--- src/rtl/dsp_bus_pkg.sv ---
// Shared types and widths for the DSP bus arbiter: bus-cycle state encoding
// and the address/data widths of the external DSP bus.
package dsp_bus_pkg;

    localparam int ADDR_W = 8;
    localparam int DATA_W = 8;

    typedef enum logic [1:0] {
        IDLE   = 2'd0,
        SETUP  = 2'd1,
        STROBE = 2'd2,
        HOLD   = 2'd3
    } bus_state_t;

endpackage

--- src/rtl/rr_arbiter.sv ---
// Round-robin requester selection: the search begins just after last_grant
// and wraps, so the most recently served requester has the lowest priority.
module rr_arbiter
    import dsp_bus_pkg::*;
#(
    parameter int NUM_REQ = 4,
    parameter int IDX_W   = $clog2(NUM_REQ)
) (
    input  logic [NUM_REQ-1:0] req,
    input  logic [IDX_W-1:0]   last_grant,
    output logic [NUM_REQ-1:0] grant,
    output logic               valid
);

    // Two passes: indices above last_grant first, then the wrapped-around part.
    always_comb begin
        grant = '0;
        valid = 1'b0;
        for (int i = 0; i < NUM_REQ; i++) begin
            if (!valid && (i > int'(last_grant)) && req[i]) begin
                grant[i] = 1'b1;
                valid    = 1'b1;
            end
        end
        for (int i = 0; i < NUM_REQ; i++) begin
            if (!valid && (i <= int'(last_grant)) && req[i]) begin
                grant[i] = 1'b1;
                valid    = 1'b1;
            end
        end
    end

endmodule

--- src/rtl/dsp_bus_arbiter.sv ---
// Arbitrates NUM_REQ requesters onto a single asynchronous-style DSP bus
// (N_CS/N_DS strobes); one bus cycle in flight, every output registered.
module dsp_bus_arbiter
    import dsp_bus_pkg::*;
#(
    parameter int NUM_REQ     = 4,
    parameter int WAIT_CYCLES = 2
) (
    input  logic                      Clk,
    input  logic                      N_Reset,
    input  logic [NUM_REQ-1:0]        req,
    input  logic [NUM_REQ-1:0]        req_rnw,
    input  logic [ADDR_W*NUM_REQ-1:0] req_addr,
    input  logic [DATA_W*NUM_REQ-1:0] req_wdata,
    output logic [NUM_REQ-1:0]        ack,
    output logic [DATA_W-1:0]         rdata,
    output logic                      Start,
    output logic                      N_CS,
    output logic                      N_DS,
    output logic                      R_NW,
    output logic [ADDR_W-1:0]         AddrBus,
    output logic [DATA_W-1:0]         DataOut,
    output logic                      DataOE,
    input  logic [DATA_W-1:0]         DataIn,
    output logic [1:0]                dbg_state
);

    localparam int         IDX_W       = $clog2(NUM_REQ);
    localparam logic [3:0] STROBE_LOAD = 4'(WAIT_CYCLES - 1);

    bus_state_t         state, next_state;
    logic [3:0]         cnt, cnt_d;
    logic [IDX_W-1:0]   last_grant;
    logic [NUM_REQ-1:0] grant_q;
    logic               rnw_q;

    logic [NUM_REQ-1:0] arb_grant;
    logic               arb_valid;
    logic [IDX_W-1:0]   arb_idx;
    logic [ADDR_W-1:0]  sel_addr;
    logic [DATA_W-1:0]  sel_wdata;
    logic               sel_rnw;

    logic               take_grant;
    logic               capture;
    logic               cur_rnw;

    rr_arbiter #(
        .NUM_REQ (NUM_REQ),
        .IDX_W   (IDX_W)
    ) u_rr (
        .req        (req),
        .last_grant (last_grant),
        .grant      (arb_grant),
        .valid      (arb_valid)
    );

    // Mux the winning requester's fields so they can be latched on the grant edge.
    always_comb begin
        arb_idx   = '0;
        sel_addr  = '0;
        sel_wdata = '0;
        sel_rnw   = 1'b1;
        for (int i = 0; i < NUM_REQ; i++) begin
            if (arb_grant[i]) begin
                arb_idx   = IDX_W'(i);
                sel_addr  = req_addr[ADDR_W*i +: ADDR_W];
                sel_wdata = req_wdata[DATA_W*i +: DATA_W];
                sel_rnw   = req_rnw[i];
            end
        end
    end

    always_comb begin
        next_state = state;
        cnt_d      = cnt;
        take_grant = 1'b0;
        capture    = 1'b0;
        case (state)
            IDLE: begin
                if (arb_valid) begin
                    take_grant = 1'b1;
                    next_state = SETUP;
                end
            end
            SETUP: begin
                cnt_d      = STROBE_LOAD;
                next_state = STROBE;
            end
            STROBE: begin
                if (cnt == 4'd0) begin
                    capture    = rnw_q;
                    next_state = HOLD;
                end else begin
                    cnt_d = cnt - 4'd1;
                end
            end
            HOLD: begin
                next_state = IDLE;
            end
            default: begin
                next_state = IDLE;
            end
        endcase
        cur_rnw = take_grant ? sel_rnw : rnw_q;
    end

    // Outputs are decoded from next_state so they line up with the state register.
    always_ff @(posedge Clk) begin
        if (!N_Reset) begin
            state      <= IDLE;
            cnt        <= 4'd0;
            last_grant <= IDX_W'(NUM_REQ - 1);
            grant_q    <= '0;
            rnw_q      <= 1'b1;
            AddrBus    <= '0;
            DataOut    <= '0;
            rdata      <= '0;
            N_CS       <= 1'b1;
            N_DS       <= 1'b1;
            R_NW       <= 1'b1;
            DataOE     <= 1'b0;
            Start      <= 1'b0;
            ack        <= '0;
        end else begin
            state <= next_state;
            cnt   <= cnt_d;
            if (take_grant) begin
                grant_q    <= arb_grant;
                last_grant <= arb_idx;
                rnw_q      <= sel_rnw;
                AddrBus    <= sel_addr;
                if (!sel_rnw) begin
                    DataOut <= sel_wdata;
                end
            end
            if (capture) begin
                rdata <= DataIn;
            end
            N_CS   <= (next_state == IDLE);
            N_DS   <= (next_state != STROBE);
            Start  <= (next_state == SETUP);
            R_NW   <= (next_state == IDLE) ? 1'b1 : cur_rnw;
            DataOE <= (next_state != IDLE) && !cur_rnw;
            ack    <= (next_state == HOLD) ? grant_q : '0;
        end
    end

    assign dbg_state = state;

endmodule

--- config.mk ---
export PLATFORM = sky130hd
export DESIGN_NAME = dsp_bus_arbiter
export DESIGN_NICKNAME = d
export VERILOG_FILES = /design/src/rtl/dsp_bus_pkg.sv /design/src/rtl/rr_arbiter.sv /design/src/rtl/dsp_bus_arbiter.sv
export SDC_FILE = /design/constraint.sdc
export NUM_CORES = 1
export LEC_CHECK = 0
export CAP_MARGIN = 40
export CELL_PAD_IN_SITES_DETAIL_PLACEMENT = 1
export CELL_PAD_IN_SITES_GLOBAL_PLACEMENT = 2
export CORE_MARGIN = 5
export CORE_UTILIZATION = 22
export CTS_CLUSTER_SIZE = 14
export DETAILED_ROUTE_END_ITERATION = 10
export HOLD_SLACK_MARGIN = 0.06
export PLACE_DENSITY_LB_ADDON = 0.1
export SLEW_MARGIN = 20
export SYNTH_ARGS = -nofsm -noshare
export SYNTH_HDL_FRONTEND = slang
export SYNTH_SLANG_ARGS = --single-unit
--- constraint.sdc ---
create_clock -name Clk -period 2.5 [get_ports Clk]
set_input_delay 0.5 -clock Clk [delete_from_list [all_inputs] [get_ports Clk]]
set_output_delay 0.5 -clock Clk [all_outputs]
set_load 0.02 [all_outputs]
## Word level (Yosys, flattened, before mapping)

Index checks and enable logic that the tools add are counted.

| word-level totals | value |
|---|---|
| register bits after elaboration | 46 |
| latch bits | 0 |
| RAM bits | 0 |
| ROM bits | 0 |
| input port bits | 82 |
| output and inout bits | 35 |
| logic and storage cells | 97 |
| memories kept | 0 |

| operators by class | value |
|---|---|
| add/subtract/negate cells | 1 |
| multiply operators | 0 |
| divide/modulo/power cells | 0 |
| $lt $le $gt $ge | 6 |
| equality and inequality tests | 7 |
| shift operators | 0 |
| muxes and demuxes | 38 |
| bitwise gates (word level) | 2 |
| reduce and logical (&&, ||, !) cells | 29 |

Operators by type and width:

| cell | count |
|---|---|
| 2-to-1 mux 8 bit | 8 |
| 2-to-1 mux 1 bit | 23 |
| logical AND 1 bit | 13 |
| 2-to-1 mux 2 bit | 4 |
| case mux 2 bit (4 select lines) | 1 |
| case mux 4 bit (2 select lines) | 1 |
| logical NOT 1 bit | 7 |
| equality test 2 bit, second input constant | 3 |
| AND reduction 2 bit | 3 |
| equality test 2 x 1 -> 1 bit, second input constant | 2 |
| > comparator 2 bit, first input constant | 2 |
| <= comparator 2 bit, first input constant | 2 |
| logical NOT 2 bit | 2 |
| logical NOT 4 bit | 1 |
| 2-to-1 mux 4 bit | 1 |
| != test 2 bit, second input constant | 2 |
| nonzero test 2 bit | 2 |
| subtractor 4 x 1 -> 4 bit, second input constant | 1 |
| > comparator 1 x 2 -> 1 bit, first input constant | 1 |
| <= comparator 1 x 2 -> 1 bit, first input constant | 1 |
| inverter 1 bit | 2 |
| OR reduction 2 bit | 1 |

## Depth between registers and ports, before layout

| depth | value |
|---|---|
| depth after elaboration | 31 |
| gate-level depth with buffers | 9 |
| depth with buffers taken out | 8 |

## By module

A second synthesis with hierarchy kept.

| unflattened totals | value |
|---|---|
| cells, all modules | 260 |
| area total of the unflattened synthesis | 2,277.2 um^2 |

By module, submodules not included:

| module | times used | cells each | area an instance (um^2) | sequential area each (um^2) |
|---|---|---|---|---|
| dsp_bus_arbiter | 1 | 243 | 2,178.3 | 920.9 |
| rr_arbiter | 1 | 17 | 98.8 | 0.0 |

## Worst setup path before layout

OpenSTA, ideal clock, no wires.

| path | value |
|---|---|
| kind | input -> register |
| from | input port req[2] |
| to | register DataOut[2] |
| library setup time | 0.072 ns |
| arrival time | 1.964 ns |
| required time | 2.428 ns |
| path slack | 0.464 ns |
| stages on the path | 7 |
| path buffers | 1 |
| cell sequence | or3_1 -> o221ai_1 -> nand3b_2 -> a2111oi_4 -> or2_4 -> buf_6 -> mux2i_1 |

| between the ends | value |
|---|---|
| word-level cells in the longest chain between the ends | 24 |
| elaborated cells between the ends (all ways) | 39 |
| classes of those cells | mux: 22; bitwise: 1; reduce/logical: 16 |

Ends and longest elaborated chain:

| element | line | text |
|---|---|---|
| start, declared | dsp_bus_arbiter.sv:11 | `input logic [NUM_REQ-1:0] req,` |
| logical AND 1 bit | rr_arbiter.sv:20 | `if (!valid && (i > int'(last_grant)) && req[i]) begin` |
| 2-to-1 mux 1 bit | rr_arbiter.sv:20 |  |
| logical NOT 1 bit | rr_arbiter.sv:20 |  |
| logical AND 1 bit (2 in series) | rr_arbiter.sv:20 |  |
| 2-to-1 mux 1 bit | rr_arbiter.sv:20 |  |
| logical NOT 1 bit | rr_arbiter.sv:26 | `if (!valid && (i <= int'(last_grant)) && req[i]) begin` |
| logical AND 1 bit | rr_arbiter.sv:26 |  |
| 2-to-1 mux 1 bit | rr_arbiter.sv:26 |  |
| [5 not listed] | n/a |  |
| logical AND 1 bit (2 in series) | rr_arbiter.sv:26 |  |
| 2-to-1 mux 1 bit | rr_arbiter.sv:26 |  |
| logical NOT 1 bit | rr_arbiter.sv:26 |  |
| logical AND 1 bit (2 in series) | rr_arbiter.sv:26 |  |
| 2-to-1 mux 1 bit | rr_arbiter.sv:26 |  |
| 2-to-1 mux 1 bit (on tied branches) | dsp_bus_arbiter.sv:81, dsp_bus_arbiter.sv:65 |  |
| 2-to-1 mux 1 bit or inverter 1 bit (tied branches) | n/a |  |
| AND reduction 2 bit (no source line) | n/a |  |
| end signal, assigned | dsp_bus_arbiter.sv:134 | `DataOut <= sel_wdata;` |
| end, declared | dsp_bus_arbiter.sv:22 | `output logic [DATA_W-1:0] DataOut,` |

Parallel ways exist; a longest one is shown, timed or not.
A chain may end at the register's enable or synchronous reset.

## Worst setup path in the final report

| path | value |
|---|---|
| from | input port req[2] |
| to | register DataOE |

| between the ends | value |
|---|---|
| word-level cells in the longest chain between the ends | 26 |
| elaborated cells between the ends (all ways) | 39 |
| classes of those cells | mux: 21; reduce/logical: 18 |

Ends and longest elaborated chain:

| element | line | text |
|---|---|---|
| branches (longest 25 deep; another with logical AND 1 bit) | n/a |  |
| logical AND 1 bit (*) | dsp_bus_arbiter.sv:144 | `DataOE <= (next_state != IDLE) && !cur_rnw;` |
| end signal, assigned | dsp_bus_arbiter.sv:144 |  |
| end, declared | dsp_bus_arbiter.sv:23 | `output logic DataOE,` |

Mark *: on every way between the ends.

==> results.cfg <==
[critical_path]
worstPathMaxFanout = 4
r2r_slack_ps = 350
critPathSlowestCell = nor4_1
reg2reg_depth = 6
endpoint_kind = register
rr_startpoint = last_grant[1]$_SDFFE_PN1P_
cp.required_ps = 2700
worstPathArrival_ps = 2570
crit_type = in2reg
timing.rr.end = DataOut[7]$_SDFFE_PN0P_
max_stage_delay_ps = 570
start_kind = primary input
cp_cell_sequence = clkdlybuf4s50_1, nor4_1, buf_12, mux2i_1, o22a_1, and2_1, or2_1, o21a_1

[detailed_routing]
first_pass_iters = 4
avgRoutedWirePerCell_um = 15.69
drt_iter0_drc = 73
drc_errors = 0
ant_nets = 0
drt-total-wl_um = 8096
viasPerCell = 4.525
vias = 2335

[floorplan]
rows = 37
fp.dieW_um = 111.9
num_io_pins = 117
fp.dieH_um = 111.9
start_util = 0.2231
die_area_um2 = 12510
fp.coreArea_um2 = 10230

[outcome]
status = finished clean

[layout]
fill_cells = 1195
fin_util = 0.3740
multi_input_area_um2 = 1254
regArea_um2 = 920.9
area_delta_synth_final_pct = 67.65
diodes = 0
finalNetCount = 466
fin_cells = 516
post_route_cells_drive_above_1_share = 0.09474

[grt]
grt_usage = 0.1316
grt_max_degree = 29
grt_pass1_wl_um = 13370
grt.overflow.total = 0
grt_antenna_before_repair = 0
first_global_vias = 2569

[placement]
portBuffers = 116
dp.cells = 508
gp_congestion = 0.7673
hpwl_um = 6601

[sta]
timing.fmax_ghz = 0.4223
rsz0062_at_grt = false
finClkSkew_ps = 7.167
timing.final.crit_share = 0.9472
setup-violations-final = 0
min_period_ps = 2368
slew_headroom = 0.6051
hold_viol = 0
worst_hold_slack_ps = 457.2
drv_slew = 0
worstMarginPinSlew_ps = 586.9
setup-tns-final_ps = 0

[power_and_ir_drop]
powerDensity_nw_per_um2 = 1008
p_leak_nw = 1.489
peakVddDrop_mv = 0.3203
power.total_mw = 3.858

[synth]
synthesis.nets = 339
synth_top_family_by_area = compound AO/OA/AOI/OAI gates
synth-xor-area-share = 0
synth_compound_area_frac = 0.2873
synth_edf_count = 0
ys_seq_elements = 46
muxShareOfSynthArea = 0.06140
synth.area.top_cells = dfxtp_1 (40%), mux2i_1 (6.1%), a221o_1 (5.7%)
synth_top_area_frac = 0.4035
yosys-top-cells-count = dfxtp_1 (46), a21oi_1 (22), nand2_1 (19)
syn_inst = 252
syn_area_per_cell_um2 = 9.056
yosys.cell_types.count = 44
synth_simple_gate_area_frac = 0.1732
async_reset_ff_frac = 0
synth_ff_type = dfxtp_1
yosys.area.top_type = dfxtp_1
ys_seq_area_frac = 0.4035
yosys_warnings = 0
synth_fa_ha_area_frac = 0.02741
syn-cell-area_um2 = 2282
synth_most_common_cell = dfxtp_1

[clocking]
clock_latency_ps = 300
cts.sinks = 46
root_buffer = clkbuf_8
clk_path_buf_depth = 2
cts_resized = 0
tritoncts = built
post_cts_buffers = 0
cts-htree-levels = 2
postCtsHoldBufs = 0
clk_pin_slew_worst_paths_ps = 90
cts_buffers = 5

[flow_run]
drv_cap = 0

[min_path]
min_path_cells = 2
holdPathEnd = grant_q[3]$_SDFFE_PN0P_
min_from = grant_q[3]$_SDFFE_PN0P_
worstHoldPathType = reg2reg
[how the worst max path moves through the flow]
stage | startpoint | to | slack, ps
floorplan | req[2] | DataOut[2]$_SDFFE_PN0P_ | 460
global placement | req[2] | DataOE$_SDFF_PN0_ | -210
detailed placement | req[2] | DataOE$_SDFF_PN0_ | -220
CTS | req[2] | DataOE$_SDFF_PN0_ | 100
global route | req[0] | DataOE$_SDFF_PN0_ | 2
finish | req[2] | DataOE$_SDFF_PN0_ | 130
[per-stage QoR]
stage               setup WS (ps)  cell area [um2]
floorplan                   464.2             2282
global placement           -205.3             3706
detailed placement         -222.9             3714
CTS                         97.61             3826
global route                2.464             3826
finish                      131.9             3826
[registers in the layout (all words and copies together), names as in the netlist]
name        count
AddrBus         8
DataOut         8
rdata           8
ack             4
cnt             4
grant_q         4
dbg_state       2
last_grant      2
DataOE          1
N_CS            1
N_DS            1
R_NW            1
Start           1
rnw_q           1
[logic make-up after synthesis]
group                    after synthesis
AND/OR/NAND/NOR                       73
AO/OA/AOI/OAI                         89
buffers and inverters                 25
adder cells (fa/ha/maj)                5
flip-flops                            46
multiplexers                          14
[power by group]
group / internal (mW) / total [mW] / leakage, nW / switching [mW]
Combinational: 1.03 / 2.15 / 1.05 / 1.11
Clock: 0.300 / 0.563 / 0.0585 / 0.263
Sequential: 0.980 / 1.15 / 0.377 / 0.166
[metal layers]
layer | up-vias | track usage | part of all wire | routed length, um
met4 | 0 | 0.02920 | 0.0088 | 71
met5 | - | 0 | 0 | 0
met2 | 65 | 0.2174 | 0.46 | 3752
met1 | 1085 | 0.1652 | 0.46 | 3721
li1 | 1180 | - | - | -
met3 | 5 | 0.04620 | 0.068 | 551
[critical path, delay by kind of cell]
kind                   cells  cell delay [ps]
AO/OA/AOI/OAI              2              320
buffers and inverters      2              630
multiplexers               1               90
AND/OR/NAND/NOR            3             1010
[area by class of cell]
cell class	count	area share
repair buffers	139	0.3519
multi-input cells	181	0.3277
flip-flops and latches	46	0.2407
well taps	136	0.04447
clock buffers	5	0.01799
clock inverters	3	0.01145
inverters	6	0.005886
[cell usage in the layout (no fill, tap or decap), types with 8 or more instances in the layout]
master / n
a21oi_1: 22
a221o_1: 13
buf_4: 22
clkdlybuf4s50_1: 116
dfxtp_1: 46
mux2i_1: 14
nand2_1: 19
nor2_1: 8
nor2b_1: 16
o21ai_0: 15
Note: power is estimated with default switching activity, not from simulation.
